===== config.mk =====
export PLATFORM = sky130hd
export DESIGN_NAME = game_ctrl
export DESIGN_NICKNAME = d
export VERILOG_FILES = /design/src/rtl/game_ctrl.sv
export SDC_FILE = /design/constraint.sdc
export NUM_CORES = 1
export LEC_CHECK = 0
export ABC_AREA = 1
export ABC_CLOCK_PERIOD_IN_PS = 2100
export CORE_MARGIN = 2
export CORE_UTILIZATION = 45
export DETAILED_ROUTE_END_ITERATION = 10
export GPL_TIMING_DRIVEN = 1
export PLACE_DENSITY = 0.72
export SYNTH_ARGS = -nofsm -noshare
export SYNTH_HDL_FRONTEND = slang
export SYNTH_SLANG_ARGS = --single-unit

===== constraint.sdc =====
create_clock -name CLK -period 2.1 [get_ports CLK]
set_clock_uncertainty 0.15 [all_clocks]
set_input_delay 0.315 -clock CLK [delete_from_list [all_inputs] [get_ports CLK]]
set_output_delay 0.315 -clock CLK [all_outputs]
set_load 0.1 [all_outputs]

===== src/rtl/game_ctrl.sv =====
//============================================================================
// game_ctrl : IDLE/RUNNING/OVER sequencer for the dinosaur runner; owns the
//             BCD score, the high score, the scroll speed and jump requests.
// Revision  : 1.0
//============================================================================
`default_nettype none

module game_ctrl #(
    parameter int SCORE_FRAMES = 6,
    parameter int SPEED_STEP   = 100,
    parameter int SPEED_INIT   = 1,
    parameter int SPEED_MAX    = 15,
    parameter int OVER_HOLD    = 60
) (
    input  logic        CLK,
    input  logic        clrn,
    input  logic        btn_jump,
    input  logic        frame_tick,
    input  logic        collision,
    output logic        game_status,
    output logic [3:0]  speed,
    output logic        jump_req,
    output logic [15:0] score,
    output logic [15:0] high_score,
    output logic [1:0]  state
);

    localparam logic [1:0] S_IDLE    = 2'b00;
    localparam logic [1:0] S_RUNNING = 2'b01;
    localparam logic [1:0] S_OVER    = 2'b10;

    localparam int FW = (SCORE_FRAMES > 1) ? $clog2(SCORE_FRAMES) : 1;
    localparam int SW = (SPEED_STEP > 1)   ? $clog2(SPEED_STEP)   : 1;
    localparam int HW = (OVER_HOLD > 0)    ? $clog2(OVER_HOLD + 1) : 1;

    localparam logic [FW-1:0] FRAME_LAST = FW'(SCORE_FRAMES - 1);
    localparam logic [SW-1:0] STEP_LAST  = SW'(SPEED_STEP - 1);
    localparam logic [HW-1:0] HOLD_MAX   = HW'(OVER_HOLD);
    localparam logic [3:0]    SPD_INIT   = 4'(SPEED_INIT);
    localparam logic [3:0]    SPD_MAX    = 4'(SPEED_MAX);
    localparam logic [15:0]   SCORE_SAT  = 16'h9999;

    logic [1:0]    state_q, state_d;
    logic          status_q, status_d;
    logic [3:0]    speed_q, speed_d;
    logic          jump_q, jump_d;
    logic [15:0]   score_q, score_d;
    logic [15:0]   high_q, high_d;
    logic [FW-1:0] frame_cnt_q, frame_cnt_d;
    logic [SW-1:0] step_cnt_q, step_cnt_d;
    logic [HW-1:0] hold_cnt_q, hold_cnt_d;
    logic          btn_q;
    logic          press;

    assign press = btn_jump & ~btn_q;

    function automatic logic [15:0] bcd_inc(input logic [15:0] v);
        logic [15:0] r;
        logic        c;
        r = v;
        c = 1'b1;
        for (int i = 0; i < 4; i++) begin
            if (c) begin
                if (r[i*4 +: 4] == 4'd9) begin
                    r[i*4 +: 4] = 4'd0;
                end else begin
                    r[i*4 +: 4] = r[i*4 +: 4] + 4'd1;
                    c = 1'b0;
                end
            end
        end
        return r;
    endfunction

    always_comb begin
        state_d     = state_q;
        speed_d     = speed_q;
        jump_d      = 1'b0;
        score_d     = score_q;
        high_d      = high_q;
        frame_cnt_d = frame_cnt_q;
        step_cnt_d  = step_cnt_q;
        hold_cnt_d  = hold_cnt_q;

        case (state_q)
            S_IDLE: begin
                if (press) begin
                    state_d     = S_RUNNING;
                    score_d     = 16'h0000;
                    frame_cnt_d = '0;
                    step_cnt_d  = '0;
                    speed_d     = SPD_INIT;
                end
            end
            S_RUNNING: begin
                if (collision) begin
                    state_d    = S_OVER;
                    hold_cnt_d = '0;
                    // Valid BCD orders the same as binary, so a plain compare is MSD-first.
                    if (score_q > high_q) begin
                        high_d = score_q;
                    end
                end else begin
                    jump_d = press;
                    if (frame_tick) begin
                        if (frame_cnt_q == FRAME_LAST) begin
                            frame_cnt_d = '0;
                            if (score_q != SCORE_SAT) begin
                                score_d = bcd_inc(score_q);
                                if (step_cnt_q == STEP_LAST) begin
                                    step_cnt_d = '0;
                                    if (speed_q < SPD_MAX) begin
                                        speed_d = speed_q + 4'd1;
                                    end
                                end else begin
                                    step_cnt_d = step_cnt_q + SW'(1);
                                end
                            end
                        end else begin
                            frame_cnt_d = frame_cnt_q + FW'(1);
                        end
                    end
                end
            end
            S_OVER: begin
                if (frame_tick && (hold_cnt_q < HOLD_MAX)) begin
                    hold_cnt_d = hold_cnt_q + HW'(1);
                end
                if (press && (hold_cnt_q == HOLD_MAX)) begin
                    state_d     = S_RUNNING;
                    score_d     = 16'h0000;
                    frame_cnt_d = '0;
                    step_cnt_d  = '0;
                    speed_d     = SPD_INIT;
                end
            end
            default: begin
                state_d = S_IDLE;
            end
        endcase

        status_d = (state_d == S_RUNNING);
    end

    // btn_q resets high so a button held through reset is not seen as a press.
    always_ff @(posedge CLK or negedge clrn) begin
        if (!clrn) begin
            state_q     <= S_IDLE;
            status_q    <= 1'b0;
            speed_q     <= SPD_INIT;
            jump_q      <= 1'b0;
            score_q     <= 16'h0000;
            high_q      <= 16'h0000;
            frame_cnt_q <= '0;
            step_cnt_q  <= '0;
            hold_cnt_q  <= '0;
            btn_q       <= 1'b1;
        end else begin
            state_q     <= state_d;
            status_q    <= status_d;
            speed_q     <= speed_d;
            jump_q      <= jump_d;
            score_q     <= score_d;
            high_q      <= high_d;
            frame_cnt_q <= frame_cnt_d;
            step_cnt_q  <= step_cnt_d;
            hold_cnt_q  <= hold_cnt_d;
            btn_q       <= btn_jump;
        end
    end

    assign game_status = status_q;
    assign speed       = speed_q;
    assign jump_req    = jump_q;
    assign score       = score_q;
    assign high_score  = high_q;
    assign state       = state_q;

endmodule

`default_nettype wire

# Word level (Yosys, flattened, before mapping)
# Cells that the tools add are included.
# Widths: inputs -> output; s select.
dict set report classes {
  add_sub_neg 8
  magnitude_cmp 3
  n_eq_ne 24
  mux 66
  n_bitwise 2
  n_reduce_logical 13
}
# op n
set op_table {}
lappend op_table {{$mux 16} 6}
lappend op_table {{$mux 4} 15}
lappend op_table {{$mux 7} 7}
lappend op_table {{$pmux 16 s3} 1}
lappend op_table {{$ne 2x2->1 const B} 13}
lappend op_table {{$reduce_and 8->1} 3}
lappend op_table {{$mux 1} 22}
lappend op_table {{$pmux 7 s3} 1}
lappend op_table {{$add 4x1->4 const B} 5}
lappend op_table {{$eq 4x4->1 const B} 4}
lappend op_table {{$gt 16x16->1} 1}
lappend op_table {{$ne 16x16->1 const B} 1}
lappend op_table {{$mux 3} 5}
lappend op_table {{$mux 6} 2}
lappend op_table {{$pmux 4 s3} 1}
lappend op_table {{$pmux 6 s2} 1}
lappend op_table {{$pmux 3 s3} 1}
lappend op_table {{$reduce_and 9->1} 1}
lappend op_table {{$add 7x1->7 const B} 1}
lappend op_table {{$eq 7x7->1 const B} 1}
lappend op_table {{$reduce_and 7->1} 1}
lappend op_table {{$add 6x1->6 const B} 1}
lappend op_table {{$eq 6x6->1 const B} 1}
lappend op_table {{$lt 6x6->1 const B} 1}
lappend op_table {{other kinds (15)} 20}
dict set report totals {
  register_bits 57
  input_bits 5
  out_inout_bits 40
  word_cells 129
}

# Longest topological paths before layout
# Gate-level depths: netlist of run 1.
dict set report depth {
  ltp_word 25
  depth_mapped 15
  mapped_depth_nobuf 14
}

# Least setup slack after synthesis of run 1
# OpenSTA, ideal clock, no wires.
dict set report synth_path {
  kind {flip-flop to flip-flop}
  startpoint {register score_q[8] (netlist: score[8])}
  endpoint {register score_q[8] (netlist: score[8])}
  setup_ns 0.123
  arrival_ns 2.234
  t_required_ns 1.827
  setup_slack_ns -0.407
  path_stages_with_launch 10
  path_buffers 2
  synth_period_minus_slack_ns 2.507
  path_cell_list {dfrtp_1 ha_1 nand2_1 nor2_2 nand4_2 and2_1 buf_6 buf_6 nand3_1 nand2_1}
}
dict set report synth_between {
  elab_chain_len 8
  word_cells_on_any_way 12
  cone_classes {add/sub (1); eq/ne (3); mux (7); reduce/logical (1)}
}
# item line
set synth_lines {}
lappend synth_lines {{start, declared} 47} ;# logic [15:0] score_q, score_d;
lappend synth_lines {{start signal, assigned} 163} ;# score_q <= score_d;
lappend synth_lines {{$add 4x1->4 or $eq 4x4->1 (tied branches)} {67, 64}}
lappend synth_lines {{$mux 4} 64} ;# if (r[i*4 +: 4] == 4'd9) begin
lappend synth_lines {{$mux 4} 63} ;# if (c) begin
lappend synth_lines {{$mux 16} 108} ;# if (score_q != SCORE_SAT) begin
lappend synth_lines {{$mux 16} 106} ;# if (frame_cnt_q == FRAME_LAST) begin
lappend synth_lines {{$mux 16} 105} ;# if (frame_tick) begin
lappend synth_lines {{$mux 16} 96} ;# if (collision) begin
lappend synth_lines {{$pmux 16 s3} 85} ;# case (state_q)
# Several ways; a longest one is shown, not always the timed one. The select of a mux whose other input is x is not followed.
# A chain may end at the register's enable or synchronous reset.

# Worst setup path after layout of run 1
dict set report layout_path {
  startpoint {register score_q[9] (netlist: score[9])}
  endpoint {register high_q[8] (netlist: high_score[8])}
}
dict set report layout_between {
  elab_chain_len 2
}
# item line
set layout_lines {}
lappend layout_lines {{$gt 16x16->1} 100} ;# if (score_q > high_q) begin
lappend layout_lines {{$reduce_and 3->1 (no source line)} --}
lappend layout_lines {{end signal, assigned} 164} ;# high_q <= high_d;
lappend layout_lines {{end, declared} 48} ;# logic [15:0] high_q, high_d;
# No other way between the ends.

==> flow_metrics.py, run 1 <==
metrics = {
    "status": {
        "status": "finished clean",
    },
    "setup_path": {
        "cp_max_fo": 8,
        "cp-end-kind": "flop",
        "crit_type": "reg2reg",
        "timing.rr.end": "high_score[8]",
        "r2r_slack_ns": 0.16,
        "cp.arrival_ns": 2.02,
        "cp-start-kind": "flop",
        "crit_required_ns": 2.17,
        "r2r_cells": 10,
        "crit_start": "score[9]",
        "worstReg2RegStart": "score[9]",
    },
    "routing": {
        "ant_nets": 0,
        "route.detailed.drc": 0,
        "drt-wirelength-per-cell_microns": 11.6,
        "drt_iter0_drc": 113,
        "num_vias": 3080,
        "wl_microns": 7380,
        "routed_via_density": 4.85,
        "dr.pass1.iters": 4,
    },
    "final_layout": {
        "layout-drive-gt1-share_pct": 26.5,
        "utilization_pct": 58.3,
        "fin_cells": 635,
        "diodes": 0,
        "syn_to_final_growth_pct": 26.9,
        "fin_area_sq_um": 4460,
        "nNetsFinal": 561,
    },
    "flow_run": {
        "max-cap-violations": 0,
    },
    "yosys": {
        "syn_nets": 487,
        "synthSimpleGateAreaFrac_pct": 33.6,
        "yosysTopAreaCell": "dfrtp_1",
        "synth-compound-area-share_pct": 5.56,
        "yosysWarnings": 0,
        "syn_inst": 454,
        "synth.area.top_cells": "dfrtp_1 (39%), nand2_1 (15%), ha_1 (10%)",
        "synthAdderAreaFrac_pct": 9.98,
        "netlist_area_sq_um": 3510,
        "synth_top_family_by_area": "simple AND/OR/NAND/NOR gates",
        "synth_xor_area_share_pct": 2.74,
        "yosysTopAreaCellShare_pct": 39.2,
        "seq_area_frac_synth_pct": 40.7,
        "ys_types": 34,
        "synth_mux_area_share_pct": 0,
        "avgSynthCellArea_sq_um": 7.74,
        "ys_seq_elements": 57,
    },
    "sta": {
        "hold_viol": 0,
        "setup_viol": 0,
        "whs_ns": 0.272,
        "rsz0062_at_grt": "no",
        "fmax_ghz": 0.514,
        "min_period_ns": 1.94,
        "relSlewSlack_pct": 72.5,
        "setup_tns_ns": 0,
        "max_slew.worst_pin.slew_ns": 0.408,
        "finalCritPeriodShare_pct": 92.6,
        "finalMaxSlewViolations": 0,
        "worst_slack_ns": 0.155,
    },
    "worst_hold_path": {
        "min-delay-start": "btn_jump",
        "hold_depth": 1,
        "whs_endpoint": "btn_q",
        "hp-class": "in2reg",
    },
    "clock_tree": {
        "cts_buffers": 9,
        "h-tree-depth": 3,
        "cts_tree": "built",
        "cts-root-buf": "clkbuf_8",
        "cts.sinks": 57,
        "clock_latency_ns": 0.34,
        "clkTransAtPathRegs_ns": 0.06,
        "clock_path_buffers": 2,
    },
    "floorplan": {
        "num_rows": 32,
        "die_w_microns": 92.3,
        "initial_utilization_pct": 45.9,
        "io_pins": 45,
        "die_h_microns": 92.3,
        "coreArea_sq_um": 7650,
        "die_area_sq_um": 8530,
    },
    "power": {
        "power.leakage_nw": 2.28,
        "vdd_drop_max_mv": 1.35,
        "powerDensity_nw_per_um2": 1390,
        "p_total_mw": 6.21,
    },
    "grt": {
        "grt_max_degree": 58,
        "grt_use_total_pct": 19.0,
        "grt_pass1_vias": 2939,
        "grt-ovfl-total": 0,
        "antenna_found_initial": 0,
        "grt_pass1_wl_microns": 13100,
    },
    "placed_design": {
        "placed_cells": 616,
        "postPlaceCellArea_sq_um": 4230,
        "pre_cts_ws_ns": -0.00766,
        "port_buffers": 44,
        "routabilityCongestion": 0.814,
        "dpl.hpwl_microns": 5400,
    },
}
## kinds of logic (layout without fill, tap and decap cells)
kind of cell / count (synthesis) / count (layout)
compound gates: 36 / 36
xor+xnor: 11 / 11
fa+ha+maj: 28 / 28
buf+inv: 59 / 138
flops: 57 / 57
simple gates: 263 / 263
## synthesized netlist by cell type
cell,count
o21a_1,2
nor3b_1,1
nor2_2,7
buf_1,1
nand2_4,4
nor2_4,2
nor2_1,37
a21oi_2,1
inv_4,1
nand4_1,5
buf_6,4
a21oi_1,8
xnor2_1,6
nand2_1,139
xor2_1,5
o31ai_1,1
nand3_1,50
o21ai_0,16
dfrtp_1,55
buf_4,1
dfstp_2,2
buf_2,2
nor2_8,1
inv_2,1
o21ai_1,6
nor3_1,11
inv_1,49
nand3b_1,1
a21o_1,1
and2_1,1
a31oi_1,1
nand2_2,3
nand4_2,1
ha_1,28
## cells in the final DEF, fill, tap and decap left out, types with 2 or more instances in the layout
cell,Yosys,layout
nand2_1,139,139
ha_1,28,28
nand4_1,5,5
nor2_1,37,35
nand3_1,50,50
inv_1,49,49
a21oi_1,8,8
buf_12,0,3
dfrtp_4,0,24
nand2_2,3,3
clkinv_2,0,2
nor2_4,2,2
dfstp_2,2,2
clkbuf_8,0,10
o21ai_0,16,16
clkdlybuf4s50_1,0,3
nor3_1,11,11
xnor2_1,6,6
dfrtp_1,55,21
o21ai_1,6,6
dfrtp_2,0,10
nand2_4,4,4
o21a_1,2,2
clkinvlp_4,0,2
xor2_1,5,5
nor2_2,7,9
buf_4,1,63
## power by group
| part | leakage [nW] | internal, mW | total (mW) | switching, mW |
|---|---|---|---|---|
| sequential | 0.717 | 1.37 | 1.62 | 0.256 |
| clock | 0.0953 | 0.576 | 1.03 | 0.455 |
| combinational | 1.47 | 1.01 | 3.56 | 2.55 |
| total | 2.28 | 2.95 | 6.21 | 3.26 |
## cell type report
| cell class | count | area (sq um) |
|---|---|---|
| fillers | 676 | 3190 |
| multi-input cells | 338 | 1830 |
| clock buffers | 11 | 141 |
| flip-flops and latches | 57 | 1530 |
| well taps | 102 | 128 |
| clock inverters | 5 | 55.1 |
| inverters | 51 | 194 |
| repair buffers | 71 | 578 |
## per-layer routing
metal	wire [microns]	share of wire [%]	GRT usage, %	up-vias
li1	-	-	-	1600
met1	3340	45	24.1	1413
met3	316	4.3	5.04	12
met2	3620	49	31.3	55
met5	0	0	0	-
met4	100	1.4	6.59	0
## critical path, cell delays in order, from the launching register on
cell and delay (ns):
dfrtp_4 0.52, ha_1 0.32, nand2_1 0.07, nand2_1 0.05
nand3_1 0.06, nand2_1 0.05, a21oi_1 0.16, nand2_1 0.14
buf_4 0.19, nand3_1 0.07, nand2_1 0.05
## worst max path at each step
stage | end | slack [ns] | depth (start not counted)
after global placement | high_score[3] | 0.05 | 9
after floorplan | speed[2] | 0.001 | 9
after global routing | high_score[6] | 0.01 | 9
after detailed placement | high_score[12] | -0.008 | 9
final | high_score[8] | 0.16 | 10
after CTS | step_cnt_q[6] | 0.11 | 10
## registers in the layout, summed over array words and instances (netlist names)
name,flops
speed,4
score,16
high_score,16
game_status,1
frame_cnt_q,3
btn_q,1
step_cnt_q,7
hold_cnt_q,6
state,2
jump_req,1
## what timing repair did
item | 4_1_cts | 5_1_grt
setup endpoints to repair | 1 | 8
pin swaps | 1 | 0
resized for setup | 0 | 2
hold endpoints to repair | 55 | 0
hold buffers | 1 | 0
setup buffers | 2 | 0
Power figures use the tool's default switching activity.
==> inputs of run 2 (changes only) <==
--- a/config.mk
+++ b/config.mk
@@ -9,6 +9,7 @@
 export ABC_CLOCK_PERIOD_IN_PS = 2100
 export CORE_MARGIN = 2
 export CORE_UTILIZATION = 45
+export CTS_BUF_LIST = sky130_fd_sc_hd__clkbuf_4 sky130_fd_sc_hd__clkbuf_8
 export DETAILED_ROUTE_END_ITERATION = 10
 export GPL_TIMING_DRIVEN = 1
 export PLACE_DENSITY = 0.72
==> run 2 against run 1 <==
Against the previous run:
- total power up 0.25%
- non-clock buffer count stayed put
- cell count did not move
- flip-flop and latch count stayed put
- via count up 0.13%
- fmax barely moved
- largest cell class unchanged
- largest power group unchanged
==> flow_metrics.py, run 2 (synthesized netlist as in run 1, its figures left out) <==
metrics = {
    "sta": {
        "setup_tns_ns": 0,
        "setup_viol": 0,
        "worst_slack_ns": 0.155,
        "finalMaxSlewViolations": 0,
        "max_slew.worst_pin.slew_ns": 0.408,
        "fmax_ghz": 0.514,
        "finalCritPeriodShare_pct": 92.6,
        "hold_viol": 0,
        "relSlewSlack_pct": 72.5,
        "min_period_ns": 1.94,
        "rsz0062_at_grt": "no",
    },
    "clock_tree": {
        "h-tree-depth": 3,
        "cts.sinks": 57,
        "cts-root-buf": "clkbuf_8",
        "clock_latency_ns": 0.34,
        "cts_buffers": 9,
        "clock_path_buffers": 2,
        "cts_tree": "built",
        "clkTransAtPathRegs_ns": 0.07,
    },
    "routing": {
        "wl_microns": 7400,
        "route.detailed.drc": 0,
        "ant_nets": 0,
        "num_vias": 3084,
        "routed_via_density": 4.86,
        "dr.pass1.iters": 4,
        "drt_iter0_drc": 101,
        "drt-wirelength-per-cell_microns": 11.7,
    },
    "worst_hold_path": {
        "hp-class": "in2reg",
    },
    "setup_path": {
        "cp_max_fo": 18,
        "crit_chain": "inv_1 -> ha_1 -> nand3_1 -> nor2_2 -> nand4_2 -> buf_4 -> nand2_2 -> nor2_8 -> nand2_1 -> o21ai_0",
        "worst_path_max_delay_cell": "dfrtp_4",
        "cpPeakStageDelay_ns": 0.51,
        "cp.arrival_ns": 2.00,
        "cp-start-kind": "flop",
        "crit_required_ns": 2.16,
        "crit_type": "reg2reg",
        "cp-end-kind": "flop",
    },
    "grt": {
        "grt.busiest_layer": "met2",
        "grt_use_total_pct": 19.0,
        "gr-usage-met2_pct": 31.4,
        "grt_pass1_wl_microns": 13100,
        "grt_max_degree": 58,
        "grt-ovfl-total": 0,
        "grt_pass1_vias": 2935,
        "antenna_found_initial": 0,
        "grt_use_met1_pct": 24.1,
        "use_met3_pct": 4.96,
    },
    "final_layout": {
        "fin_area_sq_um": 4460,
        "nNetsFinal": 561,
        "final_common_cell": "nand2_1",
        "final_cell_mix": "nand2_1 (139), buf_4 (63), nand3_1 (50), inv_1 (49), nor2_1 (35)",
        "syn_to_final_growth_pct": 27.0,
        "diodes": 0,
        "layout-drive-gt1-share_pct": 26.6,
    },
    "power": {
        "powerDensity_nw_per_um2": 1400,
        "vdd_drop_max_mv": 1.35,
        "power.leakage_nw": 2.29,
        "p_total_mw": 6.23,
    },
    "floorplan": {
        "initial_utilization_pct": 45.9,
        "die_w_microns": 92.3,
        "coreArea_sq_um": 7650,
        "io_pins": 45,
        "num_rows": 32,
        "die_h_microns": 92.3,
        "die_area_sq_um": 8530,
    },
    "placed_design": {
        "pre_cts_ws_ns": -0.00766,
        "port_buffers": 44,
        "dpl.hpwl_microns": 5400,
        "postPlaceCellArea_sq_um": 4230,
        "routabilityCongestion": 0.814,
    },
    "status": {
        "status": "finished clean",
    },
    "flow_run": {
        "max-cap-violations": 0,
    },
}
## run 2: changes by cell type in the layout (fill, tap and decap cells not counted)
cell,change
clkbuf_1,-1
clkbuf_4,+1
## run 2: final cells by class
cell class                      count  area, sq um
Multi-Input combinational cell    338         1830
Clock buffer                       11          145
Timing Repair Buffer               71          578
Sequential cell                    57         1530
Fill cell                         677         3190
Tap cell                          102          128
Inverter                           51          194
Clock inverter                      5         55.1
## run 2: stage by stage
| stage | util, % | instances | hold WS, ns |
|---|---|---|---|
| global route | 58.3 | 635 | 0.252 |
| global placement | 55.3 | 616 | 0.193 |
| finish | 58.3 | 635 | 0.273 |
| floorplan | - | 454 | -0.131 |
| CTS | 58.2 | 635 | 0.255 |
| detailed placement | 55.3 | 616 | 0.191 |
## run 2: layer usage
layer  share of wire, %  wire length (microns)  vias up
li1                   -                      -     1604
met1                 46                   3380     1415
met2                 49                   3620       53
met3                4.2                    309       12
met4                1.3                     98        0
met5                  0                      0        -
## run 2: worst max-delay path: cells and delay by family (launching register included)
| family | cells | cell delay, ns |
|---|---|---|
| simple gates | 6 | 0.69 |
| compound gates | 1 | 0.07 |
| flops | 1 | 0.51 |
| fa+ha+maj | 1 | 0.17 |
| buf+inv | 2 | 0.23 |
## run 2: path summary, 6_finish.rpt
check | start | to | slack, ns | cells after the start
max | score[5] | step_cnt_q[6] | 0.16 | 10
min | btn_jump | btn_q | 0.27 | 1
max reg2reg | score[5] | step_cnt_q[6] | 0.16 | 10
min reg2reg | frame_cnt_q[2] | frame_cnt_q[2] | 0.35 | 1
max in group asynchronous | clrn | btn_q | 1.12 | 3
min in group asynchronous | clrn | high_score[11] | 0.35 | 3
## run 2: report_power, final
part / switching [mW] / internal (mW)
sequential: 0.257 / 1.37
clock: 0.455 / 0.589
combinational: 2.55 / 1.01
## run 2: timing repair
action	4_1_cts	5_1_grt
hold endpoints to repair	55	0
setup endpoints to repair	1	8
hold buffers	1	0
resized for setup	0	2
pin swaps	1	0
buffers inserted	2	0
